$ cat src/rtl/mutex_lock_sequencer_if.sv
// ----------------------------------------------------------------------------
// mutex_lock_sequencer_if
// Avalon-MM style bus between the lock sequencer (master) and the hardware
// mutex slave s1 port.
//   m_address     master->slave  0 = mutex register, 1 = reset register
//   m_chipselect  master->slave  slave select, high with every strobe
//   m_write       master->slave  single-cycle write strobe
//   m_read        master->slave  single-cycle read strobe
//   m_writedata   master->slave  {owner[15:0], value[15:0]}
//   m_readdata    slave->master  {owner[15:0], value[15:0]}, valid
//                                combinationally during the read cycle
// ----------------------------------------------------------------------------
interface mutex_lock_sequencer_if;
  logic        m_address;
  logic        m_chipselect;
  logic        m_write;
  logic        m_read;
  logic [31:0] m_writedata;
  logic [31:0] m_readdata;

  modport master (
    output m_address,
    output m_chipselect,
    output m_write,
    output m_read,
    output m_writedata,
    input  m_readdata
  );

  modport slave (
    input  m_address,
    input  m_chipselect,
    input  m_write,
    input  m_read,
    input  m_writedata,
    output m_readdata
  );
endinterface

$ cat src/rtl/mutex_lock_sequencer.sv
// ----------------------------------------------------------------------------
// mutex_lock_sequencer
// Acquires and releases a single hardware mutex on behalf of NUM_REQ local
// requesters. Requesters are served round-robin; each acquisition is a lock
// write followed by a readback that confirms ownership. A failed readback
// (another master owns the mutex) counts a failure and backs off for
// BACKOFF_CYCLES idle cycles before arbitration runs again.
// Ports:
//   clk       in   system clock
//   reset_n   in   synchronous active-low reset
//   req       in   level request per requester
//   rel       in   release pulse from the granted requester
//   grant     out  one-hot, high while that requester owns the mutex
//   busy      out  sequencer not idle
//   fail_cnt  out  saturating count of failed acquire attempts
//   bus       master side of the mutex slave bus
// ----------------------------------------------------------------------------
module mutex_lock_sequencer #(
  parameter int          NUM_REQ        = 4,
  parameter logic [15:0] OWNER_BASE     = 16'h0010,
  parameter logic [15:0] LOCK_VALUE     = 16'h0001,
  parameter int          BACKOFF_CYCLES = 8
) (
  input  logic                 clk,
  input  logic                 reset_n,
  input  logic [NUM_REQ-1:0]   req,
  input  logic [NUM_REQ-1:0]   rel,
  output logic [NUM_REQ-1:0]   grant,
  output logic                 busy,
  output logic [7:0]           fail_cnt,
  mutex_lock_sequencer_if.master bus
);

  localparam int PTR_W = (NUM_REQ > 1) ? $clog2(NUM_REQ) : 1;
  // Counter only ever holds BACKOFF_CYCLES-1 down to 0.
  localparam int BO_W  = (BACKOFF_CYCLES > 1) ? $clog2(BACKOFF_CYCLES) : 1;

  typedef enum logic [2:0] {
    ST_IDLE,
    ST_WR_LOCK,
    ST_RD_CHECK,
    ST_HELD,
    ST_WR_REL,
    ST_BACKOFF
  } state_t;

  state_t            state_reg;
  logic [PTR_W-1:0]  sel_reg;
  logic [PTR_W-1:0]  rr_ptr_reg;
  logic [BO_W-1:0]   bo_cnt_reg;

  // Request vector rotated so that entry 0 is the requester at rr_ptr.
  logic [PTR_W-1:0]   rot_idx [NUM_REQ];
  logic [NUM_REQ-1:0] rot_req;

  genvar gi;
  generate
    for (gi = 0; gi < NUM_REQ; gi++) begin : g_rot
      assign rot_idx[gi] = PTR_W'((int'(rr_ptr_reg) + gi) % NUM_REQ);
      assign rot_req[gi] = req[rot_idx[gi]];
    end
  endgenerate

  // First set request at or after rr_ptr; scanning downwards lets the
  // lowest rotated position win.
  logic             pick_found;
  logic [PTR_W-1:0] pick_idx;

  always_comb begin
    pick_found = 1'b0;
    pick_idx   = '0;
    for (int k = NUM_REQ - 1; k >= 0; k--) begin
      if (rot_req[k]) begin
        pick_found = 1'b1;
        pick_idx   = rot_idx[k];
      end
    end
  end

  logic [15:0]      owner_id;
  logic [15:0]      pick_owner;
  logic [31:0]      lock_word;
  logic [31:0]      rel_word;
  logic [PTR_W-1:0] sel_plus_one;

  assign owner_id     = OWNER_BASE + 16'(sel_reg);
  assign pick_owner   = OWNER_BASE + 16'(pick_idx);
  assign lock_word    = {owner_id, LOCK_VALUE};
  assign rel_word     = {owner_id, 16'h0000};
  assign sel_plus_one = (sel_reg == PTR_W'(NUM_REQ - 1)) ? '0 : sel_reg + 1'b1;

  // The reset register of the slave is never addressed.
  assign bus.m_address = 1'b0;

  always_ff @(posedge clk) begin
    if (!reset_n) begin
      state_reg        <= ST_IDLE;
      sel_reg          <= '0;
      rr_ptr_reg       <= '0;
      bo_cnt_reg       <= '0;
      grant            <= '0;
      busy             <= 1'b0;
      fail_cnt         <= 8'h00;
      bus.m_chipselect <= 1'b0;
      bus.m_write      <= 1'b0;
      bus.m_read       <= 1'b0;
      bus.m_writedata  <= 32'h0;
    end else begin
      // Strobes are single-cycle: low unless the branch below raises them.
      bus.m_chipselect <= 1'b0;
      bus.m_write      <= 1'b0;
      bus.m_read       <= 1'b0;
      bus.m_writedata  <= 32'h0;

      case (state_reg)
        ST_IDLE: begin
          if (pick_found) begin
            sel_reg          <= pick_idx;
            state_reg        <= ST_WR_LOCK;
            busy             <= 1'b1;
            bus.m_chipselect <= 1'b1;
            bus.m_write      <= 1'b1;
            bus.m_writedata  <= {pick_owner, LOCK_VALUE};
          end
        end

        ST_WR_LOCK: begin
          state_reg        <= ST_RD_CHECK;
          bus.m_chipselect <= 1'b1;
          bus.m_read       <= 1'b1;
        end

        ST_RD_CHECK: begin
          if (bus.m_readdata == lock_word) begin
            if (req[sel_reg]) begin
              state_reg <= ST_HELD;
              grant     <= NUM_REQ'(1) << sel_reg;
            end else begin
              // Requester gave up while we were acquiring: hand the mutex
              // straight back without ever granting.
              state_reg        <= ST_WR_REL;
              bus.m_chipselect <= 1'b1;
              bus.m_write      <= 1'b1;
              bus.m_writedata  <= rel_word;
            end
          end else begin
            if (fail_cnt != 8'hFF) begin
              fail_cnt <= fail_cnt + 8'd1;
            end
            bo_cnt_reg <= BO_W'(BACKOFF_CYCLES - 1);
            state_reg  <= ST_BACKOFF;
          end
        end

        ST_HELD: begin
          if (rel[sel_reg] || !req[sel_reg]) begin
            grant            <= '0;
            state_reg        <= ST_WR_REL;
            bus.m_chipselect <= 1'b1;
            bus.m_write      <= 1'b1;
            bus.m_writedata  <= rel_word;
          end
        end

        ST_WR_REL: begin
          rr_ptr_reg <= sel_plus_one;
          state_reg  <= ST_IDLE;
          busy       <= 1'b0;
        end

        ST_BACKOFF: begin
          // rr_ptr untouched so the same requester retries first.
          if (bo_cnt_reg == '0) begin
            state_reg <= ST_IDLE;
            busy      <= 1'b0;
          end else begin
            bo_cnt_reg <= bo_cnt_reg - 1'b1;
          end
        end

        default: begin
          state_reg <= ST_IDLE;
          busy      <= 1'b0;
          grant     <= '0;
        end
      endcase
    end
  end

endmodule

$ cat src/flat_wrapper.sv
// flat-port wrapper written by rule: the top's interface ports become plain ports
module mutex_lock_sequencer_flat 
#(
  parameter int          NUM_REQ        = 4,
  parameter logic [15:0] OWNER_BASE     = 16'h0010,
  parameter logic [15:0] LOCK_VALUE     = 16'h0001,
  parameter int          BACKOFF_CYCLES = 8
)
  (clk, reset_n, req, rel, grant, busy, fail_cnt, bus_m_address, bus_m_chipselect, bus_m_write, bus_m_read, bus_m_writedata, bus_m_readdata);
  mutex_lock_sequencer_if bus_i ();
  input  logic clk;
  input  logic reset_n;
  input  logic [NUM_REQ-1:0] req;
  input  logic [NUM_REQ-1:0] rel;
  output logic [NUM_REQ-1:0] grant;
  output logic busy;
  output logic [7:0] fail_cnt;
  output wire logic [$bits(bus_i.m_address)-1:0] bus_m_address;
  output wire logic [$bits(bus_i.m_chipselect)-1:0] bus_m_chipselect;
  output wire logic [$bits(bus_i.m_write)-1:0] bus_m_write;
  output wire logic [$bits(bus_i.m_read)-1:0] bus_m_read;
  output wire logic [$bits(bus_i.m_writedata)-1:0] bus_m_writedata;
  input wire logic [$bits(bus_i.m_readdata)-1:0] bus_m_readdata;
  assign bus_m_address = bus_i.m_address;
  assign bus_m_chipselect = bus_i.m_chipselect;
  assign bus_m_write = bus_i.m_write;
  assign bus_m_read = bus_i.m_read;
  assign bus_m_writedata = bus_i.m_writedata;
  assign bus_i.m_readdata = bus_m_readdata;
  mutex_lock_sequencer #(.NUM_REQ(NUM_REQ), .OWNER_BASE(OWNER_BASE), .LOCK_VALUE(LOCK_VALUE), .BACKOFF_CYCLES(BACKOFF_CYCLES)) u_core (.clk(clk), .reset_n(reset_n), .req(req), .rel(rel), .grant(grant), .busy(busy), .fail_cnt(fail_cnt), .bus(bus_i));
endmodule
$ cat config.mk
export PLATFORM = sky130hd
export DESIGN_NAME = mutex_lock_sequencer_flat
export DESIGN_NICKNAME = d
export VERILOG_FILES = /design/src/rtl/mutex_lock_sequencer_if.sv /design/src/rtl/mutex_lock_sequencer.sv /design/src/flat_wrapper.sv
export SDC_FILE = /design/constraint.sdc
export NUM_CORES = 1
export LEC_CHECK = 0
export CELL_PAD_IN_SITES_DETAIL_PLACEMENT = 0
export CELL_PAD_IN_SITES_GLOBAL_PLACEMENT = 1
export CORE_MARGIN = 2
export CORE_UTILIZATION = 32
export DETAILED_ROUTE_END_ITERATION = 10
export PLACE_DENSITY = 0.95
export RECOVER_POWER = 100
export SLEW_MARGIN = 30
export SYNTH_ARGS = -nofsm -noshare
export SYNTH_HDL_FRONTEND = slang
export SYNTH_SLANG_ARGS = --single-unit
$ cat constraint.sdc
create_clock -name clk -period 2.95 [get_ports clk]
set_clock_uncertainty 0.15 [all_clocks]
set_input_delay 0.59 -clock clk [delete_from_list [all_inputs] [get_ports clk]]
set_output_delay 0.59 -clock clk [all_outputs]
set_load 0.1 [all_outputs]
==> results.sh <==
export IMPL_status="complete, no violations"
export IMPL_largest_register="u_core.fail_cnt"
export IMPL_synth_ff_type="dfxtp_1"
export IMPL_powerDensity_mw_per_mm2=490
export IMPL_routabilityCongestion=0.872
export IMPL_netlist_cell_type_count=57
export IMPL_ant_nets=0
export IMPL_grt_use_met1=0.171
export IMPL_clock_fmax_ghz=0.397
export IMPL_clk_path_buf_depth=2
export IMPL_diodes=0
export IMPL_grt_overflow=0
export IMPL_hp_class="reg2reg"
export IMPL_met2_usage=0.236
export IMPL_finalWirelength_um=4770
export IMPL_num_vias=1907
export IMPL_cts_buffers=5
export IMPL_syn2layout_area_growth_pct=23.7
export IMPL_gr_usage_met3=0.0305
export IMPL_layout_cells_non_filler=388
export IMPL_final_area_mm2=0.00257
export IMPL_slowest_delay_ns=0.69
export IMPL_crit_path_max_fanout=9
export IMPL_post_route_drc_count=0
export IMPL_grt_setup_unrepaired="false"
export IMPL_hpwl_um=3800
export IMPL_cts_sinks=29
export IMPL_synth_most_common_cell="buf_4"
export IMPL_synth_async_reset_ratio=0
export IMPL_via_per_inst=4.91
export IMPL_firstDrtPassIters=4
export IMPL_global_route_peak_usage_layer="met2"
export IMPL_reg_top3="u_core.fail_cnt x8, u_core.bus.m_writedata x4, u_core.grant x4"
export IMPL_cts_root_buf="clkbuf_8"
export IMPL_grt_pass1_wl_um=8150
export IMPL_power_mw=1.26
export IMPL_clk_pin_slew_worst_paths_ns=0.06
export IMPL_grt_max_degree=20
export IMPL_initial_core_util=0.329
export IMPL_cp_slowest_cell="dlygate4sd3_1"
export IMPL_endpoint_kind="flip-flop"
export IMPL_htree_levels=2
export IMPL_dr_first_iter_drc_count=63
export IMPL_die_area_mm2=0.00716
export IMPL_netlist_top_cells_area="dfxtp_1 (28%), buf_4 (11%), nand2_1 (4.9%)"
export IMPL_syn_area_mm2=0.00208
export IMPL_cts_setup_buffers=0
export IMPL_clk_latency_ns=0.28
export IMPL_syn_inst=253
export IMPL_nNetsFinal=359
export IMPL_fp_dieW_um=84.6
export IMPL_fp_row_count=29
export IMPL_leakagePower_nw=0.957
export IMPL_layout_drive_gt1_share=0.0740
export IMPL_cts_tree="yes"
export IMPL_ys_warnings_count=0
export IMPL_ir_drop_v=0.000224
export IMPL_timing_final_crit_period_ns=2.52
export IMPL_cap_violations=0
export IMPL_synth_avg_cell_area_um2=8.22
export IMPL_tightest_slew_ns=1.18
export IMPL_place_area_mm2=0.00256
export IMPL_placed_cells=380
export IMPL_antenna_found_initial=0
export IMPL_finalSetupViolations=0
export IMPL_core_mm2=0.00631
export IMPL_grt_total_usage=0.136
export IMPL_ys_seq_area_frac=0.279
export IMPL_post_route_period_util=0.853
export IMPL_ctsHoldBuffers=0
export IMPL_fin_ws_ns=0.433
export IMPL_wl_per_cell_um=12.3
export IMPL_num_io_pins=91
export IMPL_cp_required_ns=3.00
export IMPL_crit_type="in2reg"
export IMPL_netlist_top_cells_count="buf_4 (31), dfxtp_1 (29), nand2_1 (27)"
export IMPL_synth_seq_cells=29
export IMPL_max_slew_margin=0.215
export IMPL_slew_viol_final=0
export IMPL_hold_viol=0
export IMPL_synth_top_area_frac=0.279
export IMPL_preCtsSetupSlack_ns=0.251
export IMPL_critPathLaunchType="primary input"
export IMPL_grt_pass1_vias=1775
export IMPL_post_cts_resized=0
export IMPL_synth_edf_count=0
export IMPL_largest_register_ffs=8
export IMPL_port_buffers=61
export IMPL_arrival_ns=2.57
export IMPL_setup_tns_ns=0
export IMPL_path_cells="dlygate4sd3_1 -> mux2i_1 -> mux2_2 -> nor4_4 -> nand4_1 -> o221ai_1"
export IMPL_yosysTopAreaCell="dfxtp_1"
export IMPL_die_height_um=84.6
==> power by group <==
part	leakage (nW)	switching [mW]	internal (mW)
clock network	0.0542	0.153	0.210
logic	0.666	0.350	0.106
registers	0.236	0.0285	0.414
==> worst paths after layout <==
check               startpoint               to  slack [ns]  depth (start not counted)
max                     req[1]  u_core.grant[2]        0.43                          6
min                u_core.busy      u_core.busy        0.33                          2
max reg2reg  u_core.sel_reg[1]  u_core.grant[2]        0.66                          5
min reg2reg        u_core.busy      u_core.busy        0.33                          2
==> through the flow <==
stage	utilization	hold WS (ns)
global route	0.407	0.364
detailed placement	0.406	0.321
floorplan	-	0.334
CTS	0.422	0.330
finish	0.407	0.326
global placement	0.406	0.317
==> area by class of cell <==
type / count / area [um^2]
Clock buffer: 7 / 96.3
Clock inverter: 1 / 5.00
Fill cell: 662 / 3740
Inverter: 10 / 37.5
Multi-Input combinational cell: 197 / 1240
Sequential cell: 29 / 581
Tap cell: 77 / 96.3
Timing Repair Buffer: 67 / 519
==> worst max-delay path: cells and delay by family <==
family	cells	cell delay, ns
simple gates	2	0.63
compound gates	1	0.12
buf+inv	1	0.69
mux	2	0.53
==> cell usage in the layout (no fill, tap or decap), types with 2 or more instances in the layout <==
cell type and instances:
inv_1 9, nand3_1 6, o211ai_1 3, nor3_1 5, or3_1 3, clkbuf_1 23, dfxtp_1 29, o31ai_1 4
nand4_1 9, nor4_1 6, a21oi_1 20, clkbuf_8 7, mux2i_1 3, dlygate4sd3_1 2, conb_1 29, nor2_1 14
nor4b_2 2, nor4bb_1 2, or4_1 4, a31oi_1 4, o221ai_1 4, nand2_1 27, clkdlybuf4s50_1 39, and3_1 3
buf_4 3, xnor2_1 3, ha_1 7, o21ai_0 3, nand2b_1 6, nor2b_1 4
==> metal layers <==
| metal | wire length (um) | vias to the layer above |
|---|---|---|
| li1 | - | 966 |
| met1 | 2100 | 889 |
| met2 | 2390 | 44 |
| met3 | 225 | 8 |
| met4 | 53 | 0 |
| met5 | 0 | - |
==> cells by family (layout without fill, tap and decap cells) <==
logic type	after synthesis	in the layout	share of synthesized area
AND/OR/NAND/NOR	104	104	0.303
buffers and inverters	55	85	0.174
AO/OA/AOI/OAI	48	48	0.152
flip-flops	29	29	0.279
adder cells (fa/ha/maj)	7	7	0.0421
multiplexers	5	5	0.0307
XOR/XNOR	4	4	0.0169
other	1	29	0.00180
Power figures use the tool's default switching activity.
